--- src/rtl/udma_hyper_rx_packer.sv ---
// HyperBus RX packer: folds the 16-bit PHY read-word stream into 32-bit
// little-endian uDMA RX words, handling an odd start byte, arbitrary byte
// lengths and marking the final word of each transfer.
//
// Handshakes (both sides): a transfer happens on a rising edge where
// valid and ready are both high. The output side holds data_o/last_o
// stable while valid_o=1 and ready_i=0; phy_ready_o is only raised when
// the output register can take a new word in the same cycle.
module udma_hyper_rx_packer #(
  parameter int TRANS_SIZE = 16
) (
  input  logic                  periph_clk_i,
  input  logic                  rstn_i,
  input  logic                  clr_i,
  input  logic                  start_i,
  input  logic                  skip_first_i,
  input  logic [TRANS_SIZE-1:0] len_i,
  input  logic [15:0]           phy_data_i,
  input  logic                  phy_valid_i,
  output logic                  phy_ready_o,
  output logic [31:0]           data_o,
  output logic                  valid_o,
  input  logic                  ready_i,
  output logic                  last_o,
  output logic                  busy_o,
  output logic                  eot_o
);

  typedef enum logic [1:0] {
    ST_IDLE = 2'd0,
    ST_RUN  = 2'd1,
    ST_DONE = 2'd2
  } state_e;

  state_e                state_q;
  logic [TRANS_SIZE-1:0] rem_q;
  logic [2:0][7:0]       acc_q;
  logic [1:0]            acc_cnt_q;
  logic                  skip_q;
  logic [31:0]           data_q;
  logic                  valid_q;
  logic                  last_q;

  logic                  out_free;
  logic                  phy_ready;
  logic                  beat;
  logic                  n_two;
  logic [TRANS_SIZE-1:0] n_bytes;
  logic [TRANS_SIZE-1:0] rem_next;
  logic [7:0]            b0;
  logic [7:0]            b1;
  logic [2:0]            total;
  logic [4:0][7:0]       pack;
  logic                  flush;

  // Beat sizing and byte placement: new bytes land right after the buffered ones
  always_comb begin
    out_free  = !valid_q || ready_i;
    phy_ready = (state_q == ST_RUN) && (rem_q != '0) && out_free;
    beat      = phy_valid_i && phy_ready;
    // A pending skip or a single remaining byte takes one byte from the word
    n_two     = !skip_q && (rem_q != TRANS_SIZE'(1));
    n_bytes   = n_two ? TRANS_SIZE'(2) : TRANS_SIZE'(1);
    rem_next  = rem_q - n_bytes;
    b0        = skip_q ? phy_data_i[15:8] : phy_data_i[7:0];
    b1        = phy_data_i[15:8];
    total     = {1'b0, acc_cnt_q} + (n_two ? 3'd2 : 3'd1);
    pack      = '0;
    for (int i = 0; i < 3; i++) begin
      if (i < int'(acc_cnt_q)) pack[i] = acc_q[i];
    end
    pack[{1'b0, acc_cnt_q}] = b0;
    if (n_two) pack[{1'b0, acc_cnt_q} + 3'd1] = b1;
    // A byte spilled on the final beat still needs its own output word
    flush = (state_q == ST_RUN) && (rem_q == '0) && (acc_cnt_q != 2'd0) && out_free;
  end

  // Transfer FSM, byte accumulator and registered output word
  always_ff @(posedge periph_clk_i or negedge rstn_i) begin
    if (!rstn_i) begin
      state_q   <= ST_IDLE;
      rem_q     <= '0;
      acc_q     <= '0;
      acc_cnt_q <= 2'd0;
      skip_q    <= 1'b0;
      data_q    <= '0;
      valid_q   <= 1'b0;
      last_q    <= 1'b0;
    end else if (clr_i) begin
      state_q   <= ST_IDLE;
      rem_q     <= '0;
      acc_cnt_q <= 2'd0;
      skip_q    <= 1'b0;
      valid_q   <= 1'b0;
      last_q    <= 1'b0;
    end else begin
      case (state_q)
        ST_IDLE: begin
          if (start_i) begin
            rem_q     <= len_i;
            skip_q    <= skip_first_i;
            acc_cnt_q <= 2'd0;
            last_q    <= 1'b0;
            state_q   <= (len_i != '0) ? ST_RUN : ST_DONE;
          end
        end
        ST_RUN: begin
          if (valid_q && ready_i) valid_q <= 1'b0;
          if (beat) begin
            rem_q  <= rem_next;
            skip_q <= 1'b0;
            if (total >= 3'd4) begin
              data_q    <= pack[3:0];
              valid_q   <= 1'b1;
              last_q    <= (rem_next == '0) && (total == 3'd4);
              acc_q[0]  <= pack[4];
              acc_cnt_q <= total[1:0];
            end else if (rem_next == '0) begin
              data_q    <= pack[3:0];
              valid_q   <= 1'b1;
              last_q    <= 1'b1;
              acc_cnt_q <= 2'd0;
            end else begin
              acc_q     <= pack[2:0];
              acc_cnt_q <= total[1:0];
            end
          end else if (flush) begin
            data_q    <= {24'h0, acc_q[0]};
            valid_q   <= 1'b1;
            last_q    <= 1'b1;
            acc_cnt_q <= 2'd0;
          end
          if (valid_q && ready_i && last_q) state_q <= ST_DONE;
        end
        ST_DONE: state_q <= ST_IDLE;
        default: state_q <= ST_IDLE;
      endcase
    end
  end

  assign phy_ready_o = phy_ready;
  assign data_o      = data_q;
  assign valid_o     = valid_q;
  assign last_o      = last_q;
  assign busy_o      = (state_q != ST_IDLE);
  assign eot_o       = (state_q == ST_DONE);

endmodule

--- config.mk ---
export PLATFORM = sky130hd
export DESIGN_NAME = udma_hyper_rx_packer
export DESIGN_NICKNAME = d
export VERILOG_FILES = /design/src/rtl/udma_hyper_rx_packer.sv
export SDC_FILE = /design/constraint.sdc
export NUM_CORES = 1
export LEC_CHECK = 0
export CELL_PAD_IN_SITES_DETAIL_PLACEMENT = 1
export CELL_PAD_IN_SITES_GLOBAL_PLACEMENT = 1
export CORE_MARGIN = 5
export CORE_UTILIZATION = 37
export CTS_BUF_LIST = sky130_fd_sc_hd__clkbuf_4
export DETAILED_ROUTE_END_ITERATION = 8
export DONT_BUFFER_PORTS = 1
export PLACE_DENSITY_LB_ADDON = 0.05
export SLEW_MARGIN = 10
export SYNTH_ARGS = -nofsm -noshare
export SYNTH_HDL_FRONTEND = slang
export SYNTH_SLANG_ARGS = --single-unit
--- constraint.sdc ---
create_clock -name periph_clk_i -period 4.7 [get_ports periph_clk_i]
set_clock_uncertainty 0.2 [all_clocks]
set_input_delay 0.47 -clock periph_clk_i [delete_from_list [all_inputs] [get_ports periph_clk_i]]
set_output_delay 0.47 -clock periph_clk_i [all_outputs]
set_load 0.02 [all_outputs]
==> results.md, run 1 <==
* Layout Cells excl Fill at 701
* Num CTS Buffers at 9
* Hold path depth at 2
* DP Area at 4780 sq um
* Sequential share of the synthesized area at 42.8%
* Post-Synthesis Cells at 510
* Fin area at 5170 sq um
* Worst EP arrival at 4.62 ns
* Sequential Power Share at 47.9%
* Die span in y at 122 um
* Footprint of the multi-input gates at 2390 sq um
* Vias in the first global route at 4,270
* Leading cell type in the layout, fill and taps excluded: dfrtp_1
* H-Tree Depth at 3
* Max rail drop VDD at 0.161 mV
* Initial core utilization at 38.1%
* 1st-iter DRT viols at 204
* Logic pwr share at 34.1%
* Met2 usage at 30.2%
* DR vias at 4,086
* Met3 Use GR at 6.13%
* Clk sinks at 79
* Drt drc at 0
* CTS tree: built
* Layout cells sized above 1 at 12.6%
* Placed instance count at 659
* Area Growth Syn to Fin at 12.0%
* I/O pin count at 76
* Most frequent cells in the layout: 79 x dfrtp_1, 68 x nand2_1, 46 x o21ai_0
* CP required at 4.91 ns
* Warnings, synthesis at 0
* Root buf cell: clkbuf_4
* GRT Max-Usage Layer: met1
* #FFs+latches synth at 79
* Die width at 122 um
* Critical path's slowest cell: dfrtp_1
* Largest net degree at the start of global routing at 80
* Post-synth net total at 555
* Critical-path cell list: nor4_2 -> nand2_1 -> o31a_1 -> inv_1 -> ha_1 -> fa_1 -> nor3b_1 -> nand4_1 -> xnor2_1 -> nor4_2 -> and3_1 -> o311ai_4 -> buf_4 -> a22o_1
* Clk_lat worst skew at 0.47 ns
* Final Hold Viols at 0
* Core Area at 12,100 sq um
* Type of the worst setup path: flip-flop to flip-flop
* Pre-CTS setup slack at 0.162 ns
* Worst Max-Slew Pin Slew at 0.877 ns
* Antenna diode count at 0
* Net switching power at 879 uW
* Post-route setup slack at 0.285 ns
* Pwr/cell area at 409 nW/um^2
* Initial antenna violation count at 0
* Drt wl/cell at 21.5 um
* Avg Inst Size Synth at 9.06 sq um
* Clock Tree Buf Depth at 2
* Worst setup EP type: flip-flop
* Status: finished clean
* Detailed Routing Iterations Pass 1 at 5
* Fraction of registers with async set/reset at 100%
* Vias per std cell at 5.83
* R2R setup slack at 0.28 ns
* Final slew viol count at 0
* Max Fclk at 226 MHz
* Port Buffer Count at 0
* Util after Layout at 42.7%
* Slowest stage delay, CP at 0.47 ns
* HP Class: input port to flip-flop
* Final Power at 2120 uW
* Cells on worst reg2reg path at 14
* Syn Std Cell Area at 4620 sq um
* Net Sw Frac at 41.5%
* Final setup vio count at 0
* Sequential Area at 1980 sq um
* Clock transition at path regs at 0.14 ns
* Synth Flop Type: dfrtp_1
* Relative slew slack at 41.5%
* # rows at 40
* Met1 Use GR at 31.6%
* Filler cells at 1,435
* Critical Path Start Type: flip-flop
* Routed WL at 15.1 mm
* Die ar. at 14,800 sq um
* CP dominant cell by count: nor4_2
* Detail Placement HPWL at 10.9 mm
* First-pass GRT wire length at 24.5 mm
* EDFF count, synth at 0
* Crit path time final at 4.42 ns
* Int Pwr at 1240 uW
* GPL Wtd Cong at 0.868
* Fin crit share at 93.9%
* Worst-path fanout max at 24
* Global route total overflow at 0
* Antenna-violating nets left at 0
* Overall Global Routing Usage at 21.2%
* Max cap viols at 0
* Yosys cell types at 63
* P_leak at 0.00216 uW
* Post-layout net count at 573
* Clock Power Share at 18.0%
[cells by family (layout without fill, tap and decap cells)]
kind of cell / Yosys count / after routing / synth area share [%]
flops: 79 / 79 / 42.8
buf+inv: 63 / 86 / 5.72
simple gates: 162 / 162 / 17.1
mux: 27 / 27 / 6.83
xor+xnor: 2 / 2 / 0.542
fa+ha+maj: 6 / 6 / 1.95
compound gates: 171 / 171 / 25.1
[per-stage QoR]
stage                     TNS (ns)  hold slack (ns)
after floorplan                  0          -0.0256
after global placement           0          -0.0214
after detailed placement         0          -0.0214
after CTS                        0          0.00697
after global routing       -0.0194           0.0307
final                            0           0.0293
[power groups by stage]
stage | sequential [uW] | combinational (uW) | clock [uW]
2_1_floorplan | 981 | 527 | 0
3_3_place_gp | 1030 | 668 | 0
3_5_place_dp | 1030 | 679 | 0
4_1_cts | 1010 | 718 | 397
5_1_grt | 1030 | 807 | 430
6_report | 1010 | 722 | 381
[cell usage after synthesis, drive strengths merged (3+ instances only)]
| cell | instances | area share [%] |
|---|---|---|
| a211oi | 5 | 0.92 |
| a21oi | 37 | 4.1 |
| a22o | 18 | 3.4 |
| a311oi | 3 | 0.57 |
| a31o | 3 | 0.57 |
| a31oi | 14 | 1.9 |
| a32oi | 3 | 0.57 |
| and2 | 3 | 0.41 |
| buf | 10 | 1.4 |
| clkbuf | 22 | 1.8 |
| dfrtp | 79 | 43 |
| ha | 4 | 1.1 |
| inv | 30 | 2.4 |
| mux2 | 18 | 4.9 |
| mux2i | 9 | 2.0 |
| nand2 | 68 | 5.5 |
| nand2b | 5 | 0.68 |
| nand3 | 10 | 1.1 |
| nand3b | 3 | 0.49 |
| nand4 | 3 | 0.54 |
| nor2 | 29 | 2.4 |
| nor2b | 7 | 0.95 |
| nor3 | 11 | 1.4 |
| nor4 | 10 | 1.5 |
| o211ai | 5 | 0.81 |
| o21ai | 46 | 5.0 |
| o221ai | 6 | 1.1 |
| o2bb2ai | 7 | 1.3 |
| o31a | 4 | 0.76 |
| o32ai | 7 | 1.3 |
| or3 | 3 | 0.41 |
[path summary, 6_finish.rpt]
| kind | start | end |
|---|---|---|
| max | rem_q[13] | data_o[20] |
| max in group asynchronous | rstn_i | rem_q[7] |
| min in group asynchronous | rstn_i | valid_o |
| min reg2reg | acc_q[15] | acc_q[15] |
| min | clr_i | state_q[1] |
| max reg2reg | rem_q[13] | data_o[20] |
[timing repair]
item	in CTS	in global routing
gates resized for setup	0	2
hold buffers	21	0
setup buffers	0	5
hold endpoints to repair	107	0
setup endpoints to repair	0	49
[metal layers]
metal | routed length [um] | vias up
met4 | 153 | 0
met1 | 7450 | 2067
met3 | 1070 | 15
li1 | - | 1906
met2 | 6430 | 98
met5 | 0 | -
[critical path: cells and delay by family (launching register included)]
kind / cells / cell delay [ns]
AOI/OAI and AO/OA: 3 / 0.96
xor gates and xnor gates: 1 / 0.34
buffers and inverters: 2 / 0.44
DFF: 1 / 0.47
and+or+nand+nor: 6 / 1.46
adders and majority gates: 2 / 0.46
[area by class of cell]
class / instances / share of cell area [%]
flip-flops and latches: 79 / 38.2
clock buffers: 9 / 1.31
multi-input cells: 368 / 46.2
clock inverters: 7 / 0.919
well taps: 168 / 4.06
repair buffers: 39 / 7.02
inverters: 31 / 2.25
[state kept, by name (all words and copies together), names as in the netlist]
| name | flops |
|---|---|
| data_o | 32 |
| state_q | 2 |
| acc_q | 24 |
| skip_q | 1 |
| acc_cnt_q | 2 |
| rem_q | 16 |
| last_o | 1 |
| valid_o | 1 |
Power figures use the tool's default switching activity.
==> run 2, diff against run 1 <==
- GPL_TIMING_DRIVEN: unset -> 0
==> run 2 against run 1 <==
Non-clock buffer count is 14 higher; global-route usage up 1.4 points; combinational power up 4.8%; critical endpoint is now data_o[6]; power up 9.0%; critical path type unchanged; sequential share of layout area shrank 0.91 points; clock power grew 43%; wire length rose by 6.5%.
==> results.md, run 2 (synthesized netlist as in run 1, its figures left out) <==
* Status: finished clean
* 1st-iter DRT viols at 244
* Slowest stage delay, CP at 0.49 ns
* Int Pwr at 1420 uW
* Most frequent cells in the layout: 79 x dfrtp_1, 68 x nand2_1, 46 x o21ai_0
* Overall Global Routing Usage at 22.6%
* Detailed Routing Iterations Pass 1 at 4
* Met2 routed WL at 6.74 mm
* CP required at 4.86 ns
* Clock Power Share at 23.6%
* Logic pwr share at 32.8%
* Critical-path cell list: nor4_1 -> nand2_1 -> o31a_2 -> inv_2 -> ha_1 -> fa_2 -> nor3b_2 -> nand4_1 -> xnor2_2 -> nor4_2 -> and3_1 -> buf_4 -> o311ai_4 -> buf_6 -> mux2_4
* Area Growth Syn to Fin at 14.7%
* Detail Placement HPWL at 12.1 mm
* Drt drc at 0
* Cells on worst reg2reg path at 15
* Critical path's slowest cell: dfrtp_1
* Clock Tree Buf Depth at 2
* Worst-path fanout max at 11
* Die span in y at 122 um
* Initial core utilization at 38.1%
* Num CTS Buffers at 9
* Global route total overflow at 0
* DP Area at 4830 sq um
* Antenna diode count at 0
* Root buf cell: clkbuf_4
* Worst setup EP type: flip-flop
* Max Fclk at 221 MHz
* Max rail drop VDD at 0.198 mV
* Relative slew slack at 35.3%
* Final Hold Viols at 0
* Met1 WL at 7.91 mm
* Leading cell type in the layout, fill and taps excluded: dfrtp_1
* Antenna-violating nets left at 0
* Vias in the first global route at 4,313
* Clock transition at path regs at 0.14 ns
* Met3 routed WL at 1.27 mm
* RSZ-0062 raised after global routing: false
* Layout cells sized above 1 at 13.0%
* H-Tree Depth at 3
* CTS tree: built
* Fin crit share at 96.3%
* HP Class: input port to flip-flop
* Clk_lat worst skew at 0.45 ns
* Net Sw Frac at 38.6%
* Port Buffer Count at 0
* Largest register FFs at 32
* Die width at 122 um
* Core Area at 12,100 sq um
* Fin area at 5300 sq um
* Post-layout net count at 587
* Clk sinks at 79
* Die ar. at 14,800 sq um
* Routed WL at 16.1 mm
* Sequential Power Share at 43.6%
* Final slew viol count at 0
* First-pass GRT wire length at 25.6 mm
* Type of the worst setup path: flip-flop to flip-flop
* Drt wl/cell at 22.5 um
* Fin Setup TNS at 0 ns
* Worst Max-Slew Pin Slew at 0.970 ns
* Max layer used: met4
* Net switching power at 891 uW
* GPL Wtd Cong at 0.916
* Pwr/cell area at 435 nW/um^2
* Hold path depth at 2
* P_leak at 0.00221 uW
* Largest net degree at the start of global routing at 80
* Final setup vio count at 0
* Max cap viols at 0
* # rows at 40
* DR vias at 4,155
* Worst EP arrival at 4.69 ns
* Critical Path Start Type: flip-flop
* Vias per std cell at 5.81
* I/O pin count at 76
* Initial antenna violation count at 0
* Crit path time final at 4.53 ns
* Final Power at 2310 uW
-- run 2: changes by cell type in the layout (fill, tap and decap cells not counted), sizes merged --
cell,delta
buf,-4
bufinv,+3
clkbuf,+22
clkinv,-1
clkinvlp,-3
dlygate4sd3,-3
-- run 2: area by class of cell --
| cell class | count | area, sq um |
|---|---|---|
| well taps | 168 | 210 |
| clock inverters | 6 | 116 |
| flip-flops and latches | 79 | 1980 |
| clock buffers | 10 | 75.1 |
| fillers | 1434 | 6810 |
| repair buffers | 22 | 228 |
| plain buffers | 31 | 145 |
| multi-input cells | 368 | 2430 |
| inverters | 31 | 116 |
-- run 2: critical path: cells and delay by family, from the launching register on --
family | cells | cell delay (ns)
AND/OR/NAND/NOR | 6 | 1.29
buffers and inverters | 3 | 0.54
AO/OA/AOI/OAI | 2 | 0.86
XOR/XNOR | 1 | 0.26
flip-flops | 1 | 0.49
multiplexers | 1 | 0.30
adder cells (fa/ha/maj) | 2 | 0.48
-- run 2: layer usage --
layer / track usage, % / up-vias
met5: 0 / -
met4: 6.02 / 0
met2: 31.7 / 109
met3: 5.06 / 11
met1: 34.6 / 2092
li1: - / 1943
-- run 2: final timing paths --
check,start,to,slack (ns)
max,rem_q[8],data_o[6],0.17
max in group asynchronous,rstn_i,skip_q,3.53
max reg2reg,rem_q[8],data_o[6],0.17
min reg2reg,acc_q[22],acc_q[22],0.32
min in group asynchronous,rstn_i,last_o,0.39
min,len_i[10],rem_q[10],0.04
-- run 2: power by group through the flow --
| stage | Sequential, uW | Combinational [uW] | Clock (uW) |
|---|---|---|---|
| 2_1_floorplan | 981 | 527 | 0 |
| 3_3_place_gp | 1010 | 684 | 0 |
| 3_5_place_dp | 1020 | 697 | 0 |
| 4_1_cts | 1010 | 757 | 564 |
| 5_1_grt | 1030 | 845 | 595 |
| 6_report | 1010 | 757 | 544 |
-- run 2: stage by stage --
stage / util (%) / std cells / hold slack (ns) / setup WS, ns
2_1_floorplan: - / 510 / -0.0256 / 0.534
3_3_place_gp: 39.9 / 678 / -0.0221 / -0.527
3_5_place_dp: 39.9 / 678 / -0.0224 / -0.564
4_1_cts: 43.7 / 715 / 0.00107 / 0.0579
5_1_grt: 43.7 / 715 / 0.0364 / 0.00658
6_report: 43.7 / 715 / 0.0423 / 0.173
-- run 2: timing repair --
| action | CTS | global route |
|---|---|---|
| pin swaps | 4 | 1 |
| hold buffers | 18 | 0 |
| setup buffers | 3 | 1 |
| endpoints found under the setup margin | 60 | 45 |
| hold endpoints to repair | 95 | 0 |
| resized for setup | 9 | 4 |
